--- config.mk ---
export PLATFORM = sky130hd
export DESIGN_NAME = ex_div
export DESIGN_NICKNAME = d
export VERILOG_FILES = /design/src/rtl/ex_div.sv
export SDC_FILE = /design/constraint.sdc
export NUM_CORES = 1
export LEC_CHECK = 0
export CAP_MARGIN = 20
export CORE_ASPECT_RATIO = 1.75
export CORE_UTILIZATION = 49
export CTS_CLUSTER_DIAMETER = 40
export DETAILED_ROUTE_END_ITERATION = 7
export GPL_ROUTABILITY_DRIVEN = 1
export GPL_TIMING_DRIVEN = 0
export HOLD_SLACK_MARGIN = 0.15
export MAX_ROUTING_LAYER = met4
export PLACE_DENSITY = 0.77
export SETUP_SLACK_MARGIN = 0.02
export SKIP_CTS_REPAIR_TIMING = 1
export SYNTH_ARGS = -nofsm -noshare
export SYNTH_HDL_FRONTEND = slang
export SYNTH_SLANG_ARGS = --single-unit
--- constraint.sdc ---
create_clock -name clk -period 2.7 [get_ports clk]
set_input_delay 0.27 -clock clk [delete_from_list [all_inputs] [get_ports clk]]
set_output_delay 0.27 -clock clk [all_outputs]
set_load 0.05 [all_outputs]
--- src/rtl/ex_div.sv ---
// ex_div: 32-step restoring divider for DIV/DIVU in EX; stalls the front end while busy.
// Define DIV_SIGNED_EN to enable signed DIV; without it every operation is unsigned.
module ex_div (
    input  logic        clk,
    input  logic        rst,
    input  logic        div_req,
    input  logic        div_signed,
    input  logic [31:0] div_a,
    input  logic [31:0] div_b,
    input  logic        ex_adv,
    input  logic        refresh,
    output logic        div_stall,
    output logic        div_done,
    output logic [31:0] div_q,
    output logic [31:0] div_r
);
    localparam int unsigned W  = 32;
    localparam int unsigned CW = 6;
    localparam logic [CW-1:0] LAST_STEP = CW'(W - 1);

    typedef enum logic [1:0] {
        IDLE = 2'd0,
        BUSY = 2'd1,
        DONE = 2'd2
    } state_t;

    state_t        state;
    state_t        state_nxt;

    logic [CW-1:0] cnt;
    logic [W-1:0]  quo;
    logic [W-1:0]  rem;
    logic [W-1:0]  dvsr;
    logic [W-1:0]  res_q;
    logic [W-1:0]  res_r;

    logic          start;
    logic          step;
    logic          last;

    logic [W-1:0]  op_a;
    logic [W-1:0]  op_b;
    logic [W:0]    rem_sh;
    logic          ge;
    logic [W-1:0]  quo_nxt;
    logic [W-1:0]  rem_nxt;
    logic [W-1:0]  fin_q;
    logic [W-1:0]  fin_r;

    assign start = (state == IDLE) && div_req && !refresh;
    assign step  = (state == BUSY) && !refresh;
    assign last  = (cnt == LAST_STEP);

`ifdef DIV_SIGNED_EN
    logic neg_a;
    logic neg_b;
    logic q_neg;
    logic r_neg;

    // Operands are latched as magnitudes; signs are reapplied on the last step.
    assign neg_a = div_signed & div_a[W-1];
    assign neg_b = div_signed & div_b[W-1];
    assign op_a  = neg_a ? (~div_a + W'(1)) : div_a;
    assign op_b  = neg_b ? (~div_b + W'(1)) : div_b;
    assign fin_q = q_neg ? (~quo_nxt + W'(1)) : quo_nxt;
    assign fin_r = r_neg ? (~rem_nxt + W'(1)) : rem_nxt;
`else
    logic unused_signed;

    assign unused_signed = div_signed;
    assign op_a  = div_a;
    assign op_b  = div_b;
    assign fin_q = quo_nxt;
    assign fin_r = rem_nxt;
`endif

    // One restoring step: shift the next dividend bit in, subtract if it fits.
    always_comb begin
        rem_sh  = {rem, quo[W-1]};
        ge      = (rem_sh >= {1'b0, dvsr});
        rem_nxt = ge ? W'(rem_sh - {1'b0, dvsr}) : rem_sh[W-1:0];
        quo_nxt = {quo[W-2:0], ge};
    end

    always_ff @(posedge clk) begin
        if (rst) begin
            state <= IDLE;
        end else begin
            state <= state_nxt;
        end
    end

    always_comb begin
        state_nxt = state;
        if (refresh) begin
            state_nxt = IDLE;
        end else begin
            case (state)
                IDLE:    if (div_req) state_nxt = BUSY;
                BUSY:    if (last)    state_nxt = DONE;
                DONE:    if (ex_adv)  state_nxt = IDLE;
                default: state_nxt = IDLE;
            endcase
        end
    end

    // Stall/done are combinational so a flush or reset cancels them in the same cycle.
    always_comb begin
        div_stall = 1'b0;
        div_done  = 1'b0;
        div_q     = '0;
        div_r     = '0;
        if (!rst) begin
            div_q = res_q;
            div_r = res_r;
            if (!refresh) begin
                case (state)
                    IDLE:    div_stall = div_req;
                    BUSY:    div_stall = 1'b1;
                    DONE:    div_done  = 1'b1;
                    default: div_stall = 1'b0;
                endcase
            end
        end
    end

    always_ff @(posedge clk) begin
        if (rst) begin
            cnt   <= '0;
            quo   <= '0;
            rem   <= '0;
            dvsr  <= '0;
            res_q <= '0;
            res_r <= '0;
`ifdef DIV_SIGNED_EN
            q_neg <= 1'b0;
            r_neg <= 1'b0;
`endif
        end else if (start) begin
            cnt   <= '0;
            quo   <= op_a;
            rem   <= '0;
            dvsr  <= op_b;
`ifdef DIV_SIGNED_EN
            // A zero divisor keeps the all-ones quotient unnegated.
            q_neg <= (neg_a ^ neg_b) & (|div_b);
            r_neg <= neg_a;
`endif
        end else if (step) begin
            cnt <= cnt + CW'(1);
            quo <= quo_nxt;
            rem <= rem_nxt;
            if (last) begin
                res_q <= fin_q;
                res_r <= fin_r;
            end
        end
    end

endmodule

==> metrics.txt, run 1 <==
WHS 0.386 ns; reg2reg end res_r[29]; Max Cap Viol 0; via count 8916; #FFs+latches synth 168; min-delay worst type in -> reg; # setup viols final 62; Max FO, Critical Path 7; WL final 28300 µm; endpoint class of the critical path register; Netlist cell types 62; top cells by area, synth dfxtp_1 (38%), a21oi_1 (9.0%), nand2_1 (8.4%); Routed Antenna Nets 0; maximum number of pins on one net before global-route repair 17; Ant. Diodes 0; Adder-Cell Fraction of Synth Area 0.0490; die width 104 µm; clk_lat worst skew 0.43 ns; Core ar. 0.0175 mm²; Layout area overhead 33.9%; die area 0.0186 mm²; Filler cells 1441; Final Hold Viols 0; leakage 4.12 nW; P per Cell Area 578 mW/mm²; Synth Area in Simple Gates 0.222; number of enable flip-flop cells after synthesis 0; synth cell count leaders nand2_1 (198), dfxtp_1 (168), a21oi_1 (159); multiplexer share of the synthesized area 0.0276; setup slack, reg-to-reg -0.18 ns; final worst slack -0.183 ns; peak supply drop 0.442 mV; asr flop ratio synth 0; Max Clock Freq 347 MHz; Rows 64; GRT Total Usage 0.300; vias in the first global route 8851; Sink Count 168; Max-slew headroom 0.217; CTS tree yes; vias per cell 5.74; Final Slew Violations 0; RSZ-0062 raised after global routing true; Synth area leader dfxtp_1; total negative setup slack -6.11 ns; first-pass GRT wire length 43100 µm; dpl hpwl 20900 µm; number of nets in the layout 1415; Wirelength per Cell 18.2 µm; clock skew 0.00894 ns; violated checks negative setup slack; Reg-to-Reg Start dvsr[3]; Primary FF master, synth dfxtp_1; initial antenna violation count 0; final instance area 0.0118 mm²; share of cells above drive strength 1 0.134; DP Area 0.0105 mm²; Core Util, Final 0.675; YS warnings 0; worst endpoint data arrival time 3.17 ns; syn_area_per_cell 7.73 µm²; worst reg2reg path depth 11; RePlAce Congestion 0.950; crit path launch type register; register area 0.00338 mm²; io pins 136; IO Port Bufs 133; xor and xnor fraction of the mapped netlist area 0.0238; post-synthesis net count 1248; Longest Clk Path Bufs 2; Worst Setup Path Type reg -> reg; H-Tree Level Count 4; HP Start div_b[13]; most common cell in the netlist nand2_1; area of the multi-input gates 0.00555 mm²; DRT iter0 DRCs 472; Mapped Cells 1144; register area share after synthesis 0.381; clock period minus worst slack 2.88 ns; Tcrit/Tclk final 1.07; CTS Buf Count 17; Req. time, crit path 2.99 ns; post-synth top area share 0.381; Root Driver clkbuf_16; Clk pin slew, worst setup/hold paths 0.07 ns; Min-Delay Endpoint dvsr[13]; compound-cell area share of the yosys netlist 0.243; DRC 0; TritonRoute pass-1 iters 5; Initial Util 0.504; GRT overflow 0; largest family of logic cells by synthesized area compound AO/OA/AOI/OAI gates; WHS Path Cells 3; Worst Max-Slew Pin Slew 1.16 ns; Total Power 6.83 mW; Cell Area, Synth 0.00884 mm²; die height 180 µm; status complete, but fails checks
## kinds of logic after synthesis
family                     after synthesis
AOI/OAI and AO/OA                      349
xor gates and xnor gates                24
adders and majority gates               34
buffers and inverters                  122
DFF                                    168
muxes                                   24
and+or+nand+nor                        423
## metrics by stage
stage	worst slack [ns]	std cells
6_report	-0.183	1553
2_1_floorplan	0.0998	1144
4_1_cts	-0.547	1538
3_3_place_gp	-0.499	1508
3_5_place_dp	-0.530	1508
5_1_grt	-0.284	1553
## per-layer routing
layer | share of wire | GRT usage | vias to the layer above
li1 | - | - | 4336
met3 | 0.041 | 0.0417 | 106
met1 | 0.37 | 0.289 | 4193
met4 | 0.053 | 0.176 | 0
met5 | 0 | - | -
met2 | 0.54 | 0.561 | 281
## power breakdown
group / internal [mW] / leakage, nW / total (mW) / switching [mW]
registers: 2.54 / 1.37 / 2.59 / 0.0495
clock network: 1.29 / 0.259 / 2.32 / 1.03
logic: 0.859 / 2.49 / 1.92 / 1.06
## area by class of cell
| cell class | count | area share |
|---|---|---|
| plain buffers | 76 | 0.0327 |
| clock buffers | 20 | 0.0377 |
| clock inverters | 10 | 0.00825 |
| inverters | 36 | 0.0114 |
| multi-input cells | 854 | 0.469 |
| flip-flops and latches | 168 | 0.285 |
| well taps | 231 | 0.0244 |
| repair buffers | 158 | 0.131 |
## flip-flops by register name, indices dropped and copies added (netlist names)
name	flops
cnt	6
dvsr	32
quo	32
rem	32
res_q	32
res_r	32
state	2
## layout by cell type (no fill, tap or decap), drive strengths merged, types with 4 or more instances in the layout
| cell | count |
|---|---|
| and2 | 8 |
| a31oi | 6 |
| a211oi | 37 |
| nand4 | 12 |
| xnor2 | 16 |
| o21a | 9 |
| nor3 | 17 |
| o21ai | 54 |
| nand3 | 21 |
| a311oi | 8 |
| a22oi | 31 |
| and3 | 4 |
| clkinv | 4 |
| clkdlybuf4s50 | 133 |
| dfxtp | 168 |
| a21oi | 159 |
| nor2 | 67 |
| clkbuf | 82 |
| or3 | 6 |
| o211ai | 7 |
| a21o | 7 |
| buf | 39 |
| nand2b | 6 |
| o31ai | 4 |
| a21boi | 4 |
| ha | 33 |
| nor2b | 70 |
| o31a | 4 |
| xor2 | 8 |
| inv | 38 |
| nand2 | 199 |
| mux2i | 21 |
## worst max-delay path by stage
stage                   from   endpoint
finish               dvsr[3]  res_r[29]
floorplan           dvsr[14]     quo[0]
global route         dvsr[3]  res_r[29]
CTS                 dvsr[20]    rem[29]
global placement    dvsr[20]    rem[28]
detailed placement  dvsr[20]    rem[28]
## worst max-delay path: stages, from the launching register on
cell and delay (ns):
dfxtp_1 0.33, inv_1 0.05, ha_1 0.36, nand3_1 0.18, o21bai_2 0.25, a211o_1 0.31, a311oi_2 0.32, o21ai_2 0.16
nand2_4 0.19, buf_12 0.17, mux2i_4 0.31, a211oi_2 0.11
Power figures use the tool's default switching activity.
==> run 2, diff against run 1 <==
Settings changed: CORE_UTILIZATION 49 to 50, PLACE_DENSITY 0.77 to 0.75.
Clock period 2.7 ns to 3.25 ns, I/O delays scaled along.
==> metrics.txt, run 2 (synthesis results as in run 1) <==
CTS Buf Count 17; Max Clock Freq 323 MHz; Max FO, Critical Path 4; maximum number of pins on one net before global-route repair 17; total negative setup slack 0 ns; Worst Setup Path Type reg -> reg; GRT overflow 0; DRT iter0 DRCs 447; peak supply drop 0.580 mV; Layout area overhead 24.9%; worst endpoint data arrival time 3.43 ns; Ant. Diodes 0; IO Port Bufs 133; via count 8684; leakage 3.89 nW; Req. time, crit path 3.58 ns; TritonRoute pass-1 iters 5; Worst Max-Slew Pin Slew 1.02 ns; clock period minus worst slack 3.10 ns; endpoint class of the critical path register; Core ar. 0.0174 mm²; Reg-to-Reg Start quo[31]; die height 178 µm; Final Hold Viols 0; CP max stage cell fa_1; cell family with most CP delay compound AO/OA/AOI/OAI gates; Clk pin slew, worst setup/hold paths 0.07 ns; Core Util, Final 0.636; status finished clean; crit path launch type register; vias in the first global route 8404; number of nets in the layout 1394; Rows 64; vias per cell 5.66; share of cells above drive strength 1 0.0414; max incr delay on CP 0.40 ns; # setup viols final 0; RSZ-0062 raised after global routing true; Sink Count 168; Tcrit/Tclk final 0.953; Filler cells 1605; first-pass GRT wire length 42400 µm; Cells after DPL 1508; WL final 26800 µm; WHS 0.436 ns; Max-slew headroom 0.310; DRC 0; P per Cell Area 491 mW/mm²; io pins 136; commonest non-fill, non-tap cells in the layout nand2_1 (198), dfxtp_1 (168), a21oi_1 (158); crit path cell chain inv_1, ha_1, fa_1, nand2b_1, a21o_1, a211oi_2, o31a_1, nor2_1, xnor2_1, o21ai_1, a2111oi_2; Final Slew Violations 0; die area 0.0182 mm²; Wirelength per Cell 17.5 µm; GRT Total Usage 0.316; RePlAce Congestion 0.970; clock skew 0.00952 ns; Longest Clk Path Bufs 2; Root Driver clkbuf_16; most common cell after layout, fill and taps aside nand2_1; dpl hpwl 20800 µm; Max Cap Viol 0; initial antenna violation count 0; die width 103 µm; CTS tree yes; setup slack, reg-to-reg 0.15 ns; Routed Antenna Nets 0; Initial Util 0.509; final cell count without fillers 1534; clk_lat worst skew 0.44 ns; Worst Setup SP quo[31]; HP Start div_b[31]; H-Tree Level Count 4; min-delay worst type in -> reg; sum of buffers and inverters on the critical path 1
==> run 2: cell count changes in the layout (fill, tap and decap cells not counted), moves of 6 or more <==
cell,delta
ha_1,+21
buf_4,-20
clkbuf_1,+14
ha_4,-13
mux2i_1,+11
a21oi_1,+10
dfxtp_1,+10
dfxtp_2,-10
a211oi_1,+8
ha_2,-8
a21oi_2,-7
clkbuf_2,-7
mux2i_2,-7
a211oi_2,-6
==> run 2: final cells by class <==
| type | count | area, µm² | share of cell area |
|---|---|---|---|
| plain buffers | 80 | 325 | 0.0295 |
| inverters | 36 | 135 | 0.0122 |
| repair buffers | 133 | 1330 | 0.121 |
| clock buffers | 23 | 468 | 0.0424 |
| multi-input cells | 854 | 5020 | 0.454 |
| flip-flops and latches | 168 | 3360 | 0.305 |
| clock inverters | 9 | 114 | 0.0103 |
| well taps | 231 | 289 | 0.0262 |
==> run 2: stage by stage <==
step	setup slack, ns	area (µm²)	total power [mW]
4_1_cts	-0.0311	11000	5.42
3_5_place_dp	-0.00910	10500	3.40
2_1_floorplan	0.650	8840	3.02
5_1_grt	-0.00421	11000	5.64
6_report	0.153	11000	5.42
3_3_place_gp	0.0253	10500	3.39
==> run 2: worst min-delay path, cell delays in order <==
cell and delay [ns]:
clkdlybuf4s50_1 0.39, nand2_1 0.06, a21oi_1 0.05
==> run 2: final timing paths <==
| kind | to | cells after the start |
|---|---|---|
| max | rem[16] | 11 |
| min reg2reg | res_q[7] | 2 |
| min | dvsr[31] | 3 |
| max reg2reg | rem[16] | 11 |
==> run 2: report_power, final <==
part | leakage, nW | switching (mW) | internal [mW]
registers | 1.36 | 0.0357 | 2.11
clock network | 0.275 | 0.861 | 1.18
logic | 2.25 | 0.750 | 0.490
==> run 2: layer usage <==
metal  global-route usage  share of wire  up-vias  routed length (µm)
li1                     -              -     4282                   -
met1                0.324           0.37     4082                9970
met2                0.566           0.54      255               14500
met3               0.0540          0.046       65                1230
met4                0.161          0.042        0                1130
met5                    -              0        -                   0
==> run 3, diff against run 2 <==
Clock period 3.25 ns to 3.8 ns, I/O delays scaled along.
==> metrics.txt, run 3 (synthesis results as in run 1) <==
Wirelength per Cell 17.4 µm; CTS tree yes; crit path launch type register; total negative setup slack 0 ns; peak supply drop 0.499 mV; RSZ-0062 raised after global routing false; Rows 64; RePlAce Congestion 0.970; H-Tree Level Count 4; Routed Antenna Nets 0; WL final 26700 µm; crit path cell chain inv_1, ha_1, buf_2, a21oi_1, o21ai_0, a311oi_1, o211ai_1, o21ai_2, nand2_4, buf_4, a32oi_1, a211oi_1; die height 178 µm; endpoint class of the critical path register; Max Clock Freq 302 MHz; Worst Setup SP dvsr[20]; CP max stage cell a311oi_1; dpl hpwl 20800 µm; Tcrit/Tclk final 0.871; CTS Buf Count 17; vias per cell 5.64; min-delay worst type reg -> reg; Max Cap Viol 0; share of cells above drive strength 1 0.0374; WHS 0.451 ns; Total Power 4.63 mW; DRT iter0 DRCs 476; maximum number of pins on one net before global-route repair 17; first-pass GRT wire length 42400 µm; HP Start res_q[7]; Max FO, Critical Path 10; leakage 3.89 nW; Root Driver clkbuf_16; # setup viols final 0; Filler cells 1613; Ant. Diodes 0; Max-slew headroom 0.321; IO Port Bufs 133; die area 0.0182 mm²; cell family with most CP delay compound AO/OA/AOI/OAI gates; initial antenna violation count 0; Worst Setup Path Type reg -> reg; Clk pin slew, worst setup/hold paths 0.06 ns; area of the multi-input gates 0.00499 mm²; clock period minus worst slack 3.31 ns; sum of buffers and inverters on the critical path 3; vias in the first global route 8404; GRT overflow 0; register area 0.00336 mm²; GRT Total Usage 0.316; Reg-to-Reg Start dvsr[20]; pre-CTS setup slack 0.514 ns; clock skew 0.00883 ns; via count 8686; max incr delay on CP 0.48 ns; DRC 0; commonest non-fill, non-tap cells in the layout nand2_1 (198), dfxtp_1 (168), a21oi_1 (159); most common cell after layout, fill and taps aside nand2_1; Layout area overhead 24.9%; Longest Clk Path Bufs 2; Initial Util 0.509; io pins 136; final worst slack 0.492 ns; TritonRoute pass-1 iters 5; number of nets in the layout 1400; clk_lat worst skew 0.44 ns; Req. time, crit path 4.09 ns; Worst Max-Slew Pin Slew 1.01 ns; die width 103 µm; Final Slew Violations 0; Final Hold Viols 0; Core ar. 0.0174 mm²; P per Cell Area 419 mW/mm²; Sink Count 168; status finished clean; worst endpoint data arrival time 3.60 ns
run 3: final cells by class:
type | instances | area share
tap | 231 | 0.0262
multi-input combinational | 854 | 0.452
clock buffer | 23 | 0.0424
timing repair buffer | 133 | 0.121
sequential | 168 | 0.305
clock inverter | 9 | 0.0103
inverter | 36 | 0.0122
buffer | 86 | 0.0315
run 3: worst paths after layout:
check / endpoint / slack [ns] / cells after the start
max: res_r[28] / 0.49 / 12
min reg2reg: res_q[7] / 0.45 / 2
max reg2reg: res_r[28] / 0.49 / 12
min: res_q[7] / 0.45 / 2
run 3: report_power, final:
group          leakage, nW  switching (mW)  internal [mW]
Clock                0.275           0.737           1.01
Combinational         2.26           0.636          0.413
Sequential            1.36          0.0305           1.80
Total                 3.89            1.40           3.23
run 3: metal layers:
| layer | part of all wire | GRT usage |
|---|---|---|
| met1 | 0.37 | 0.324 |
| met2 | 0.54 | 0.566 |
| met3 | 0.045 | 0.0540 |
| met4 | 0.043 | 0.161 |
| met5 | 0 | - |
run 3: worst min-delay path: cells and delay by family, from the launching register on:
family / cells / cell delay [ns]
flip-flops: 1 / 0.30
AO/OA/AOI/OAI: 1 / 0.05
AND/OR/NAND/NOR: 1 / 0.05
run 3: through the flow:
step	std cells	util	area, µm²
2_1_floorplan	1144	-	8840
3_3_place_gp	1508	0.602	10500
3_5_place_dp	1508	0.602	10500
4_1_cts	1540	0.635	11000
5_1_grt	1540	0.635	11000
6_report	1540	0.635	11000
